## src/rtl/line_fill_ctrl.sv

```systemverilog
`timescale 1ns/1ps
`default_nettype none
// ============================================================================
// Module : line_fill_ctrl
// Critical-word-first cache line refill over a single-word memory port.
// Rev    : 1.0
// ============================================================================
module line_fill_ctrl #(
  parameter int WORDS_PER_LINE = 4,
  parameter int DATA_W         = 64,
  parameter int TIMEOUT        = 64
) (
  input  logic                             clock,
  input  logic                             reset,
  input  logic                             fill_req,
  input  logic [31:0]                      fill_addr,
  output logic                             fill_ready,
  output logic                             mem_req,
  output logic [63:0]                      mem_addr,
  input  logic                             mem_ack,
  input  logic [DATA_W-1:0]                mem_rdata,
  output logic                             crit_valid,
  output logic [DATA_W-1:0]                crit_data,
  output logic                             fill_valid,
  output logic [31:0]                      fill_base,
  output logic [WORDS_PER_LINE*DATA_W-1:0] fill_line,
  output logic                             fill_err
);

  localparam int         c_line_w     = WORDS_PER_LINE * DATA_W;
  localparam logic [7:0] c_wait_limit = 8'(TIMEOUT - 1);

  typedef enum logic [1:0] {
    S_IDLE  = 2'd0,
    S_FETCH = 2'd1,
    S_DONE  = 2'd2,
    S_ERR   = 2'd3
  } state_t;

  state_t              r_state;
  state_t              w_state_next;

  logic [29:0]         r_base;
  logic [1:0]          r_offset;
  logic [1:0]          r_beat;
  logic [7:0]          r_wait;
  logic [c_line_w-1:0] r_line_buf;
  logic                r_mem_req;
  logic [63:0]         r_mem_addr;
  logic                r_crit_valid;
  logic [DATA_W-1:0]   r_crit_data;
  logic                r_fill_valid;
  logic [31:0]         r_fill_base;
  logic [c_line_w-1:0] r_fill_line;
  logic                r_fill_err;

  logic [1:0]          w_idx;
  logic [1:0]          w_idx_next;
  logic                w_accept;
  logic                w_ack;
  logic                w_last;
  logic                w_timeout;
  logic [c_line_w-1:0] w_line_merged;

  assign w_idx      = r_offset + r_beat;
  assign w_idx_next = w_idx + 2'd1;
  assign w_accept   = (r_state == S_IDLE) && fill_req;
  assign w_ack      = (r_state == S_FETCH) && mem_ack;
  assign w_last     = w_ack && (r_beat == 2'd3);
  assign w_timeout  = (r_state == S_FETCH) && !mem_ack && (r_wait == c_wait_limit);

  // Line buffer with the arriving word already inserted, so the final beat
  // can publish the complete line in the same edge.
  always_comb begin
    w_line_merged = r_line_buf;
    w_line_merged[int'(w_idx)*DATA_W +: DATA_W] = mem_rdata;
  end

  always_ff @(posedge clock or negedge reset) begin
    if (!reset) r_state <= S_IDLE;
    else        r_state <= w_state_next;
  end

  always_comb begin
    w_state_next = r_state;
    case (r_state)
      S_IDLE:  if (fill_req) w_state_next = S_FETCH;
      S_FETCH: begin
        if (w_last)         w_state_next = S_DONE;
        else if (w_timeout) w_state_next = S_ERR;
      end
      S_DONE:  w_state_next = S_IDLE;
      S_ERR:   w_state_next = S_IDLE;
      default: w_state_next = S_IDLE;
    endcase
  end

  always_ff @(posedge clock or negedge reset) begin
    if (!reset) begin
      r_base       <= '0;
      r_offset     <= '0;
      r_beat       <= '0;
      r_wait       <= '0;
      r_line_buf   <= '0;
      r_mem_req    <= 1'b0;
      r_mem_addr   <= '0;
      r_crit_valid <= 1'b0;
      r_crit_data  <= '0;
      r_fill_valid <= 1'b0;
      r_fill_base  <= '0;
      r_fill_line  <= '0;
      r_fill_err   <= 1'b0;
    end else begin
      r_crit_valid <= 1'b0;
      r_fill_valid <= 1'b0;
      r_fill_err   <= 1'b0;
      if (w_accept) begin
        r_base     <= fill_addr[31:2];
        r_offset   <= fill_addr[1:0];
        r_beat     <= 2'd0;
        r_wait     <= 8'd0;
        r_mem_req  <= 1'b1;
        r_mem_addr <= {32'd0, fill_addr};
      end
      if (w_ack) begin
        r_line_buf <= w_line_merged;
        r_beat     <= r_beat + 2'd1;
        r_wait     <= 8'd0;
        r_mem_addr <= {32'd0, r_base, w_idx_next};
        if (r_beat == 2'd0) begin
          r_crit_data  <= mem_rdata;
          r_crit_valid <= 1'b1;
        end
        if (w_last) begin
          r_mem_req    <= 1'b0;
          r_fill_valid <= 1'b1;
          r_fill_line  <= w_line_merged;
          r_fill_base  <= {r_base, 2'b00};
        end
      end else if (r_state == S_FETCH) begin
        if (w_timeout) begin
          r_mem_req  <= 1'b0;
          r_fill_err <= 1'b1;
        end else begin
          r_wait <= r_wait + 8'd1;
        end
      end
    end
  end

  assign fill_ready = (r_state == S_IDLE);
  assign mem_req    = r_mem_req;
  assign mem_addr   = r_mem_addr;
  assign crit_valid = r_crit_valid;
  assign crit_data  = r_crit_data;
  assign fill_valid = r_fill_valid;
  assign fill_base  = r_fill_base;
  assign fill_line  = r_fill_line;
  assign fill_err   = r_fill_err;

endmodule
`default_nettype wire

```

## config.mk

```make
export PLATFORM = sky130hd
export DESIGN_NAME = line_fill_ctrl
export DESIGN_NICKNAME = d
export VERILOG_FILES = /design/src/rtl/line_fill_ctrl.sv
export SDC_FILE = /design/constraint.sdc
export NUM_CORES = 1
export LEC_CHECK = 0
export BUFFER_PORTS_ARGS = -buffer_cell sky130_fd_sc_hd__buf_2
export CORE_MARGIN = 1.5
export CORE_UTILIZATION = 56
export DETAILED_ROUTE_END_ITERATION = 10
export PLACE_DENSITY = 0.8
export REMOVE_ABC_BUFFERS = 1
export SETUP_SLACK_MARGIN = 0.02
export SLEW_MARGIN = 20
export SYNTH_ARGS = -nofsm -noshare
export SYNTH_HDL_FRONTEND = slang
export SYNTH_SLANG_ARGS = --single-unit
```

## constraint.sdc

```tcl
create_clock -name clock -period 2.55 [get_ports clock]
set_input_delay 0 -clock clock [delete_from_list [all_inputs] [get_ports clock]]
set_output_delay 0 -clock clock [all_outputs]
set_load 0.005 [all_outputs]
```

# Word-level counts from Yosys, hierarchy flattened

Index checks and enable logic that the tools add are counted.

Flip-flop bits (word level): 718
Input port bits: 100
Word-level logic and storage cells: 66

Add/subtract/negate cells: 5
Eq/ne operators: 7
Shift-type cells: 2
Multiplexer cells: 25
Reduce and logical (&&, ||, !) cells: 13

Operator list:

| cell                                                     | number |
|---|---|
| bitwise mux 256 bit                                      | 1 |
| variable shift 64 x 33 -> 256 bit (first input constant) | 1 |
| variable part select 64 x 33 -> 256 bit                  | 1 |
| two-way mux 64 bit                                       | 2 |
| negator 8 -> 33 bit                                      | 1 |
| two-way mux 8 bit                                        | 4 |
| two-way mux 1 bit                                        | 12 |
| two-way mux 2 bit                                        | 5 |
| adder 8 x 1 -> 8 bit (second input constant)             | 1 |
| equality test 8 x 6 -> 1 bit (second input constant)     | 1 |
| equality test 2 bit (second input constant)              | 3 |
| case mux 2 bit (3 select lines)                          | 1 |
| AND reduction 2 bit                                      | 3 |
| logical AND 1 bit                                        | 5 |
| adder 2 x 1 -> 2 bit (second input constant)             | 2 |
| zero test 2 bit                                          | 2 |
| != test 3 bit (second input constant)                    | 1 |
| adder 2 bit                                              | 1 |
| equality test 2 x 1 -> 1 bit (second input constant)     | 1 |
| != test 2 bit (second input constant)                    | 1 |
| nonzero test 2 bit                                       | 1 |
| OR reduction 2 bit                                       | 1 |
| zero test 1 bit                                          | 1 |

# Longest topological paths before layout

Gate-level depths: netlist of run 1.

Depth in word-level cells: 6
Depth in mapped cells: 10
Gate-level depth less buffers: 8

# Worst setup path before layout of run 1

OpenSTA, ideal clock, no wires.

Kind: reg2reg
Start point: register r_beat[0]
End point: register r_fill_line[199] (netlist: fill_line[199])
Library setup time: 0.082 ns
Arrival: 2.170 ns
Required time: 2.468 ns
Path slack: 0.299 ns
Cell stages (with the launch flop): 9
Path buffers: 2
Clock period less this slack: 2.251 ns
Path through: dfrtp_1 ha_1 xor3_2 ha_1 nor2b_1 clkbuf_1 clkbuf_1 nand3_1 a31oi_1

Word-level cells in the longest chain between the ends: 4
Elaborated cells between the ends (all ways): 8
Those cells by class: add/sub: 2; eq/ne: 1; shift: 2; mux: 1; reduce/logical: 2

Ends and longest elaborated chain:

| what                                                                                         | RTL line | RTL |
|---|---|---|
| start, declared                                                                              | 45       | `logic [1:0] r_beat;` |
| start signal, assigned                                                                       | 127      | `r_beat <= r_beat + 2'd1;` |
| adder 2 bit                                                                                  | 65       | `assign w_idx = r_offset + r_beat;` |
| negator 8 -> 33 bit                                                                          | 76       | `w_line_merged[int'(w_idx)*DATA_W +: DATA_W] = mem_rdata;` |
| variable part select 64 x 33 -> 256 bit or variable shift 64 x 33 -> 256 bit (tied branches) | 76       |  |
| bitwise mux 256 bit                                                                          | 76       |  |
| end signal, assigned                                                                         | 137      | `r_fill_line <= w_line_merged;` |
| end, declared                                                                                | 54       | `logic [c_line_w-1:0] r_fill_line;` |

Parallel ways exist; a longest one is shown, timed or not.
A chain may end at the register's enable or synchronous reset.

# Worst setup path after layout of run 1

Start point: register r_offset[0]
End point: register r_fill_line[165] (netlist: fill_line[165])

Word-level cells in the longest chain between the ends: 4
Elaborated cells between the ends (all ways): 5
Those cells by class: add/sub: 2; shift: 2; mux: 1

Ends and longest elaborated chain:

| what                                                                                         | RTL line | RTL |
|---|---|---|
| start, declared                                                                              | 44       | `logic [1:0] r_offset;` |
| start signal, assigned                                                                       | 119      | `r_offset <= fill_addr[1:0];` |
| adder 2 bit *                                                                                | 65       |  |
| negator 8 -> 33 bit *                                                                        | 76       |  |
| variable part select 64 x 33 -> 256 bit or variable shift 64 x 33 -> 256 bit (tied branches) | 76       |  |
| bitwise mux 256 bit *                                                                        | 76       |  |

Every way passes the cells marked *; elsewhere a longest branch is shown, timed or not.

==> metrics.md, run 1 <==
| Metric | Value |
|---|---|
| Status | `complete, but fails checks` |
| Failing checks | `negative hold slack` |
| ANT nets after route | `0` |
| Slowest cell on crit path | `dfrtp_1` |
| Ports | `521` |
| Clk_skew | `0.0253 ns` |
| Netlist cell types | `48` |
| CP required | `3.06 ns` |
| Area growth, synth to finish | `22.0%` |
| Slew HR | `41.0%` |
| H-tree depth | `3` |
| DR WL met2 | `44.3 mm` |
| Remaining global-route overflow | `0` |
| Nets@finish | `3418` |
| DIE HEIGHT | `230 µm` |
| Via count | `25000` |
| Setup Fix Bufs, Post-CTS | `0` |
| R2r startpoint | `r_offset[0]` |
| Commonest non-fill, non-tap cell in the layout | `dfrtp_1` |
| R2r endpoint | `fill_line[165]` |
| Power Total | `53.0 mW` |
| DRC violations left | `0` |
| Maximum VDD drop | `1.63 mV` |
| Post-DP HPWL | `54.8 mm` |
| Number of fill cells | `3646` |
| Minimum clock period | `2.51 ns` |
| FF-to-FF setup slack | `0.04 ns` |
| Largest net degree at the start of global routing | `103` |
| Die ar. | `0.0529 mm²` |
| Final hold violations | `6` |
| CTS root buf | `clkbuf_16` |
| Total GRT Usage | `34.5%` |
| Number of buffers created by CTS | `70` |
| Period utilization | `98.3%` |
| Clock latency on the worst-skew pair | `0.61 ns` |
| Pre-antenna DRT Iters | `6` |
| Pwr dens | `1500 mW/mm²` |
| Yosys reg bits | `686` |
| Top-area cell type share of the netlist area | `59.5%` |
| Register area share after synthesis | `59.5%` |
| Port Buf Inserts | `486` |
| Top FF cell, synth | `dfrtp_1` |
| Post-Route M1 WL | `35.2 mm` |
| Worst Max-Slew Pin Slew | `0.883 ns` |
| Starting Density | `56.5%` |
| Finished Cell Area | `0.0352 mm²` |
| Antenna diode count | `0` |
| F_max | `0.399 GHz` |
| Met3 wire len | `9.02 mm` |
| Number of global-route vias before repair | `25000` |
| Mean Syn Cell Area | `10.1 µm²` |
| Worst min-delay path class | `in -> async` |
| WHS | `-0.00448 ns` |
| Static Leak | `16.7 nW` |
| Synth warnings | `0` |
| Synthesized area | `0.0289 mm²` |
| Mapped Cells | `2867` |
| Via density | `6.18` |
| Clk pin slew, worst setup/hold paths | `0.06 ns` |
| Endpoints failing setup | `0` |
| Row count | `83` |
| CP Launch Type | `flop` |
| Max Used Layer | `met4` |
| Max Transition Viols Final | `0` |
| Routed WL | `91.9 mm` |
| Initial DRC Count | `2834` |
| Area leader, netlist | `dfrtp_1` |
| RSZ-0062 raised after global routing | `true` |
| Crit path max fanout | `27` |
| EDFF count, synth | `0` |
| Placer Congestion | `0.859` |
| Wirelength per Cell | `22.7 µm` |
| Crit. End Element | `flop` |
| CTS tree | `done` |
| Max Cap Viol | `0` |
| Most common cell on crit path | `ha_1` |
| Reg2reg path depth | `8` |
| Most frequent cells in the layout | `dfrtp_1, nand2_1, buf_2` |
| Die width | `230 µm` |
| Placed inst area | `0.0319 mm²` |
| Ratio of cells with drive above 1 in the final layout | `23.8%` |
| Crit path cell chain | `ha_1, xor3_2, ha_1, nor4b_2, and2_4, buf_12, a221oi_1, nor2_1` |
| Longest Clk Path Bufs | `3` |
| Sink Count | `686` |
| Core Region | `0.0511 mm²` |
| First-pass GRT wire length | `143 mm` |
| Worst path arrival time | `3.02 ns` |
| Initial antenna violation count | `0` |
| Crit path kind | `reg -> reg` |
| Max incr delay on CP | `0.39 ns` |
| Synth area leaders | `dfrtp_1, nand2_1, nor2_1` |
| FFs w/ async S/R, synth | `100%` |
-- state kept, by name (all words and copies together), names as in the netlist --
name        cells
crit_data      64
crit_valid      1
fill_base      30
fill_err        1
fill_line     256
fill_valid      1
mem_addr       32
mem_req         1
r_base         30
r_beat          2
r_line_buf    256
r_offset        2
r_state         2
r_wait          8
-- worst max-delay path, delay by kind of cell, from the launching register on --
kind                     cells  cell delay, ns
buffers and inverters        1            0.22
adder cells (fa/ha/maj)      2            0.59
XOR/XNOR                     1            0.25
flip-flops                   1            0.39
AO/OA/AOI/OAI                1            0.15
AND/OR/NAND/NOR              3            0.81
-- report_power, final --
| group | internal (mW) | switching (mW) | total, mW |
|---|---|---|---|
| Clock | 6.01 | 4.35 | 10.4 |
| Sequential | 15.8 | 3.31 | 19.1 |
| Combinational | 8.59 | 15.0 | 23.5 |
| Total | 30.4 | 22.6 | 53.0 |
-- per-stage QoR --
step / cells / worst slack (ns) / utilization, % / setup TNS, ns
floorplan: 2565 / -5.58 / - / -2196.23
global placement: 3820 / 0.176 / 62.4 / 0
detailed placement: 3820 / 0.0409 / 62.4 / 0
CTS: 4045 / 0.0297 / 68.9 / 0
global route: 4045 / -0.0421 / 68.9 / -0.0517
finish: 4045 / 0.0445 / 68.9 / 0
-- layout make-up --
cell class | count | area, µm² | share of cell area (%)
multi-input combinational | 1870 | 10200 | 28.9
sequential | 686 | 17200 | 48.7
clock buffer | 108 | 2140 | 6.07
inverter | 9 | 42.5 | 0.121
tap | 680 | 851 | 2.42
timing repair buffer | 674 | 4650 | 13.2
clock inverter | 18 | 175 | 0.497
-- worst max-delay path by stage --
| stage | startpoint | to | slack, ns | cells past startpoint |
|---|---|---|---|---|
| finish | r_offset[0] | fill_line[165] | 0.04 | 8 |
| global route | r_beat[1] | fill_line[165] | -0.04 | 7 |
| CTS | r_offset[0] | fill_line[129] | 0.03 | 8 |
| detailed placement | r_offset[0] | fill_line[129] | 0.04 | 8 |
| global placement | r_offset[0] | fill_line[183] | 0.18 | 8 |
| floorplan | r_beat[0] | r_line_buf[100] | -5.58 | 8 |
-- metal layers --
metal  vias to the layer above  global-route usage [%]
met1                     12500                    45.0
met4                         0                    14.8
met5                         -                       0
met3                       238                    7.74
met2                      1587                    55.6
li1                      10700                       -
-- synth_stat cells (2+ instances only) --
cell and number:
buf_6 16, mux2_2 64, buf_4 58, a221oi_1 106, clkbuf_1 127, inv_2 2
dfrtp_1 686, a22o_1 131, nor2_1 394, a22oi_1 22, buf_1 44, a221oi_2 22
nand3_1 138, buf_2 90, o41ai_1 2, ha_1 7, nand2b_1 2, nand2_2 3
inv_1 7, and2_1 3, o21ai_1 10, a21oi_1 3, nor3b_1 2, a31oi_1 129
nand2_1 520, a21o_1 3, and3_1 2, o21ai_0 254
-- repair_timing --
item,4_1_cts,5_1_grt
endpoints found under the setup margin,0,128
hold endpoints to repair,1112,0
hold buffers,99,0
resized for setup,0,5
-- cell families (layout without fill, tap and decap cells) --
logic type / Yosys count / count (layout) / share of synthesized area (%)
fa+ha+maj: 7 / 7 / 0.303
mux: 65 / 65 / 2.55
xor+xnor: 1 / 1 / 0.0867
buf+inv: 344 / 809 / 6.04
compound gates: 688 / 688 / 16.7
other cells: 1 / 34 / 0.0130
simple gates: 1075 / 1075 / 14.9
flops: 686 / 686 / 59.5
No activity file was read; power rests on OpenSTA's default activity.
==> run 2: changes to the inputs <==
==> constraint.sdc (replaced) <==
create_clock -name clock -period 2.55 [get_ports clock]
set_input_delay 0.51 -clock clock [delete_from_list [all_inputs] [get_ports clock]]
set_output_delay 0.51 -clock clock [all_outputs]
set_load 0.005 [all_outputs]
==> run 2 against run 1 <==
- the flow now finishes without violations
- critical path depth up 1
- cell area down 2.2%
- via count down 0.82%
- clock-buffer cell count down 4
- register-to-register slack better by 0.04 ns
- global-route usage down 0.69 points
- die area unchanged
- utilization down 1.5 points
- largest cell class unchanged
- highest routed layer unchanged
==> metrics.md, run 2 (same netlist as run 1, synthesis figures left out) <==
| Metric | Value |
|---|---|
| Clock power frac | `19.2% (-0.4 points)` |
| Initial DRC Count | `2845 (+0.39%)` |
| FF-to-FF setup slack | `0.09 ns (+0.04 ns)` |
| Wirelength per Cell | `23.3 µm (+2.5%)` |
| Crit path max fanout | `17 (-37%)` |
| Sw power | `23.3 mW (+3.2%)` |
| Placed inst area | `0.0319 mm² (about the same)` |
| Clk_skew | `0.0244 ns (-0.000885 ns)` |
| Ports | `521 (unchanged)` |
| Minimum clock period | `2.46 ns (-0.0417 ns)` |
| Core Region | `0.0511 mm² (unchanged)` |
| Power Total | `54.1 mW (+2.2%)` |
| Port Buf Inserts | `486 (unchanged)` |
| Worst setup path endpoint | `r_line_buf[107]` |
| Crit path kind | `reg -> reg` |
| Register Area | `0.0172 mm² (unchanged)` |
| Remaining global-route overflow | `0 (unchanged)` |
| RSZ-0062 raised after global routing | `true` |
| Placer Congestion | `0.863 (+0.51%)` |
| First-pass GRT wire length | `139 mm (-2.6%)` |
| Die width | `230 µm (unchanged)` |
| Worst path arrival time | `3.00 ns (-0.02 ns)` |
| Setup TNS | `0 ns (unchanged)` |
| Longest Clk Path Bufs | `3 (unchanged)` |
| Endpoints failing setup | `0 (unchanged)` |
| WHS | `0.101 ns (+0.105 ns)` |
| Final core utilization | `67.4% (-1.5 points)` |
| Number of global-route vias before repair | `24300 (-2.8%)` |
| Int Pwr | `30.8 mW (+1.5%)` |
| DRC violations left | `0 (unchanged)` |
| Sw frac | `43.1% (+0.42 points)` |
| CTS tree | `done` |
| Die ar. | `0.0529 mm² (unchanged)` |
| Hold_sp | `fill_addr[13]` |
| Antenna diode count | `0 (unchanged)` |
| Number of fill cells | `3823 (+4.9%)` |
| Logic pwr share | `45.6% (+1.2 points)` |
| ANT nets after route | `0 (unchanged)` |
| CP Launch Type | `flop` |
| Number of buffers created by CTS | `70 (unchanged)` |
| Max Transition Viols Final | `0 (unchanged)` |
| Seq pwr share | `35.2% (-0.8 points)` |
| R2r endpoint | `r_line_buf[107]` |
| Initial antenna violation count | `0 (unchanged)` |
| CTS root buf | `clkbuf_16` |
| Largest net degree at the start of global routing | `85 (-17%)` |
| Post-DP HPWL | `55.5 mm (+1.4%)` |
| Slew HR | `49.8% (+8.8 points)` |
| Multi-input gate area | `0.0102 mm² (+0.25%)` |
| Nets@finish | `3335 (-2.4%)` |
| Final hold violations | `0 (-6)` |
| Ratio of cells with drive above 1 in the final layout | `24.8% (+1.0 points)` |
| F_max | `0.406 GHz (+1.7%)` |
| Period utilization | `96.6% (-1.6 points)` |
| Clk pin slew, worst setup/hold paths | `0.06 ns (about the same)` |
| Finished Cell Area | `0.0345 mm² (-2.2%)` |
| Pwr dens | `1570 mW/mm² (+4.5%)` |
| Commonest non-fill, non-tap cell in the layout | `dfrtp_1` |
| Worst Max-Slew Pin Slew | `0.751 ns (-0.132 ns)` |
| Most frequent cells in the layout | `dfrtp_1, nand2_1, buf_2` |
| H-tree depth | `3 (unchanged)` |
| Via count | `24800 (-0.82%)` |
| Sink Count | `686 (unchanged)` |
| Routed WL | `92.1 mm (+0.24%)` |
| Reg2reg path depth | `9 (+1)` |
| Max Cap Viol | `0 (unchanged)` |
| CP required | `3.08 ns (+0.02 ns)` |
| DIE HEIGHT | `230 µm (unchanged)` |
| Area growth, synth to finish | `19.4%` |
| Static Leak | `16.4 nW (-1.9%)` |
| Starting Density | `56.5% (unchanged)` |
| Crit. End Element | `flop` |
| Via density | `6.28 (+1.5%)` |
| Worst min-delay path class | `in -> reg` |
| R2r startpoint | `r_offset[0]` |
| Row count | `83 (unchanged)` |
| Status | `finished clean` |
| Maximum VDD drop | `1.94 mV (+19%)` |
| Pre-antenna DRT Iters | `6 (unchanged)` |
| Worst setup path start | `r_offset[0]` |
| Clock latency on the worst-skew pair | `0.62 ns (about the same)` |
| Total GRT Usage | `33.8% (-0.69 points)` |
## run 2: cell count changes in the layout (fill, tap and decap cells not counted), sizes merged
| cell | previous run | this run |
|---|---|---|
| dlygate4sd3 | 99 | 1 |
| bufinv | 2 | 4 |
| buf | 575 | 586 |
| clkinv | 10 | 8 |
| clkinvlp | 2 | 1 |
| inv | 13 | 10 |
## run 2: metrics by stage
step / setup slack (ns) / std cells
3_5_place_dp: 0.0292 / 3824
4_1_cts: 0.0284 / 3943
3_3_place_gp: 0.176 / 3824
6_report: 0.0862 / 3954
2_1_floorplan: -5.58 / 2565
5_1_grt: -0.0373 / 3954
## run 2: worst max-delay path, stage by stage (launching register included)
cell	delay, ns
dfrtp_1	0.39
ha_1	0.22
xor3_2	0.28
inv_1	0.16
ha_4	0.18
inv_2	0.06
nor4_4	0.33
and2_4	0.35
buf_12	0.23
a22o_1	0.17
## run 2: worst min-delay path by stage
| stage | cells after the start | to | slack, ns |
|---|---|---|---|
| 6_report | 3 | r_base[11] | 0.10 |
| 5_1_grt | 3 | r_base[23] | 0.11 |
| 4_1_cts | 3 | r_base[11] | 0.08 |
| 3_5_place_dp | 2 | mem_addr[13] | 0.45 |
| 3_3_place_gp | 2 | mem_addr[12] | 0.45 |
| 2_1_floorplan | 0 | crit_data[0] | 0.21 |
## run 2: cell type report
type | instances | area share, %
Sequential cell | 686 | 49.8
Inverter | 9 | 0.123
Timing Repair Buffer | 591 | 11.2
Tap cell | 680 | 2.47
Clock buffer | 104 | 6.14
Clock inverter | 14 | 0.566
Multi-Input combinational cell | 1870 | 29.7
## run 2: repair_timing
item	4_1_cts	5_1_grt
setup buffers	0	5
pin swaps	0	3
endpoints found under the setup margin	9	257
gates cloned	0	6
gates resized for setup	1	19
hold endpoints to repair	39	0
hold buffers	1	0
## run 2: power by group through the flow
stage | clock, mW | sequential, mW | combinational, mW
after CTS | 10.5 | 18.9 | 22.8
final | 10.4 | 19.0 | 24.7
after global placement | 0 | 18.7 | 21.9
after detailed placement | 0 | 19.0 | 22.7
after global routing | 10.9 | 19.5 | 26.5
after floorplan | 0 | 18.2 | 8.98
## run 2: metal layers
metal  share of wire [%]  global-route usage, %  up-vias
li1                    -                      -    10600
met1                  38                   44.4    12400
met2                  47                   52.6     1647
met3                  11                   8.74      255
met4                 4.2                   16.2        0
met5                   0                      0        -
==> run 3: changes to the inputs <==
--- a/config.mk
+++ b/config.mk
@@ -7,9 +7,8 @@
 export LEC_CHECK = 0
 export BUFFER_PORTS_ARGS = -buffer_cell sky130_fd_sc_hd__buf_2
 export CORE_MARGIN = 1.5
-export CORE_UTILIZATION = 56
+export CORE_UTILIZATION = 35
 export DETAILED_ROUTE_END_ITERATION = 10
-export PLACE_DENSITY = 0.8
 export REMOVE_ABC_BUFFERS = 1
 export SETUP_SLACK_MARGIN = 0.02
 export SLEW_MARGIN = 20
==> run 3 against run 2 <==
- setup slack improved by 0.039 ns
- total power rose by 1.5%
- sequential cell count did not move
- register-to-register slack improved by 0.04 ns
- final cell count rose by 11%
- sequential share of layout area fell by 1.5 points
- global-route usage fell by 12 points
- cell area rose by 3.2%
- critical path type unchanged
==> metrics.md, run 3 (same netlist as run 1, synthesis figures left out) <==
| Metric | Value |
|---|---|
| Number of buffers created by CTS | `80 (+14%)` |
| Final hold violations | `0 (unchanged)` |
| Initial DRC Count | `1987 (-30%)` |
| Via count | `23400 (-5.5%)` |
| R2r startpoint | `r_offset[0]` |
| Finished Cell Area | `0.0355 mm² (+3.2%)` |
| Max Transition Viols Final | `0 (unchanged)` |
| Wirelength per Cell | `21.6 µm (-7.4%)` |
| Most frequent cells in the layout | `dfrtp_1, nand2_1, buf_2` |
| Levels on crit path | `8 (-1)` |
| Minimum clock period | `2.43 ns (-0.0388 ns)` |
| Clk pin slew, worst setup/hold paths | `0.06 ns (about the same)` |
| CP required | `3.10 ns (+0.02 ns)` |
| Ratio of cells with drive above 1 in the final layout | `25.6% (+0.80 points)` |
| Max incr delay on CP | `0.38 ns (about the same)` |
| Longest Clk Path Bufs | `3 (unchanged)` |
| WHS | `0.0997 ns (-0.000889 ns)` |
| Worst path top cell family by delay | `simple AND/OR/NAND/NOR gates` |
| Commonest non-fill, non-tap cell in the layout | `dfrtp_1` |
| ANT nets after route | `0 (unchanged)` |
| Worst path arrival time | `2.97 ns (-0.03 ns)` |
| Crit. End Element | `flop` |
| Total GRT Usage | `22.1% (-12 points)` |
| Nets@finish | `3362 (+0.81%)` |
| Row count | `105 (+27%)` |
| Placed inst area | `0.0328 mm² (+2.7%)` |
| Worst setup path start | `r_offset[0]` |
| Static Leak | `16.7 nW (+1.8%)` |
| Die width | `290 µm (+26%)` |
| Register Area | `0.0172 mm² (unchanged)` |
| RSZ-0062 raised after global routing | `false` |
| Starting Density | `35.3% (-21 points)` |
| Worst setup path endpoint | `r_line_buf[65]` |
| CP Launch Type | `flop` |
| DP Worst Slack | `-0.00129 ns (-0.0305 ns)` |
| Number of fill cells | `7826 (+100%)` |
| Slowest cell on crit path | `dfrtp_1` |
| Placer Congestion | `0.810 (-6.2%)` |
| Crit path cell chain | `ha_1, xor3_2, ha_4, nor4_4, buf_4, and2_4, buf_4, a22o_1` |
| Buf/Inv on CP | `2 (-1)` |
| Largest net degree at the start of global routing | `83 (-2.4%)` |
| Routed WL | `94.6 mm (+2.7%)` |
| Maximum VDD drop | `1.25 mV (-36%)` |
| Initial antenna violation count | `3 (+3)` |
| Reg2reg path depth | `8 (-1)` |
| Number of global-route vias before repair | `23000 (-5.1%)` |
| CTS root buf | `clkbuf_16` |
| Area growth, synth to finish | `23.2%` |
| DRC violations left | `0 (unchanged)` |
| Die ar. | `0.0842 mm² (+59%)` |
| Ports | `521 (unchanged)` |
| Most common cell on crit path | `buf_4` |
| Multi-input gate area | `0.0102 mm² (about the same)` |
| H-tree depth | `3 (unchanged)` |
| Post-DP HPWL | `59.7 mm (+7.4%)` |
| Worst min-delay path class | `in -> reg` |
| Period utilization | `95.1% (-1.5 points)` |
| Crit path kind | `reg -> reg` |
| Via density | `5.35 (-15%)` |
| Remaining global-route overflow | `0 (unchanged)` |
| FF-to-FF setup slack | `0.12 ns (+0.04 ns)` |
| First-pass GRT wire length | `146 mm (+4.8%)` |
| Crit path max fanout | `12 (-5)` |
| CTS tree | `done` |
| Max Cap Viol | `0 (unchanged)` |
| Port Buf Inserts | `486 (unchanged)` |
| Clk_skew | `0.0216 ns (-0.00275 ns)` |
| Sink Count | `686 (unchanged)` |
| Final worst slack | `0.125 ns (+0.0388 ns)` |
| Worst Max-Slew Pin Slew | `0.772 ns (+0.0204 ns)` |
| DIE HEIGHT | `290 µm (+26%)` |
| Pre-antenna DRT Iters | `7 (+1)` |
| Slew HR | `48.6% (-1.3 points)` |
| Endpoints failing setup | `0 (unchanged)` |
| F_max | `0.412 GHz (+1.6%)` |
| Status | `finished clean` |
| R2r endpoint | `r_line_buf[65]` |
| Clock latency on the worst-skew pair | `0.63 ns (about the same)` |
| Pwr dens | `1550 mW/mm² (-1.6%)` |
| Core Region | `0.0818 mm² (+60%)` |
[run 3: cell types whose count changed in the layout (fill, tap and decap cells not counted), sizes merged]
cell,change
buf,+19
clkbuf,+14
clkinv,+1
inv,+4
diode,+1
[run 3: worst reg2reg max path, cell delays in order (launching register included)]
cell and delay, ns:
dfrtp_1 0.38, ha_1 0.21, xor3_2 0.30, ha_4 0.30, nor4_4 0.34, buf_4 0.18, and2_4 0.23, buf_4 0.25
a22o_1 0.18
[run 3: worst min path at each step]
stage                              from           end  slack, ns  cells past startpoint
after floorplan                   reset  crit_data[0]       0.21                      0
after global placement     mem_addr[29]  mem_addr[29]       0.45                      2
after detailed placement   mem_addr[19]  mem_addr[19]       0.45                      2
after CTS                 fill_addr[30]    r_base[28]       0.06                      3
after global routing      fill_addr[15]    r_base[13]       0.08                      3
final                     fill_addr[30]    r_base[28]        0.1                      3
[run 3: per-layer routing]
metal	global-route usage (%)	vias up	wire, µm
met1	30.9	11800	41700
met4	4.99	4	1900
met2	34.3	868	43700
met3	5.61	118	7320
met5	0	-	20
li1	-	10600	-
[run 3: cell type report]
cell class | count | area share [%]
Sequential cell | 686 | 48.3
Multi-Input combinational cell | 1870 | 28.8
Timing Repair Buffer | 608 | 11.6
Clock buffer | 120 | 6.71
Tap cell | 1070 | 3.77
Clock inverter | 19 | 0.736
Inverter | 9 | 0.127
Antenna cell | 1 | 0.00704
[run 3: power breakdown]
| group | internal [mW] | switching [mW] |
|---|---|---|
| Clock | 6.89 | 4.67 |
| Combinational | 9.18 | 15.4 |
| Sequential | 15.8 | 3.03 |
[run 3: timing repair]
| item | 4_1_cts | 5_1_grt |
|---|---|---|
| endpoints found under the setup margin | 6 | 192 |
| hold buffers | 1 | 0 |
| gates cloned | 0 | 2 |
| hold endpoints to repair | 41 | 0 |
| resized for setup | 2 | 9 |
| buffers inserted | 0 | 2 |
[run 3: per-stage QoR]
| step | setup TNS (ns) | utilization, % | std cells | power [mW] |
|---|---|---|---|---|
| floorplan | -2209.06 | - | 2565 | 27.1 |
| global placement | 0 | 40.0 | 4238 | 42.5 |
| detailed placement | -0.00129 | 40.0 | 4238 | 42.9 |
| CTS | 0 | 43.3 | 4378 | 54.7 |
| global route | 0 | 43.4 | 4382 | 58.5 |
| finish | 0 | 43.4 | 4383 | 55.0 |
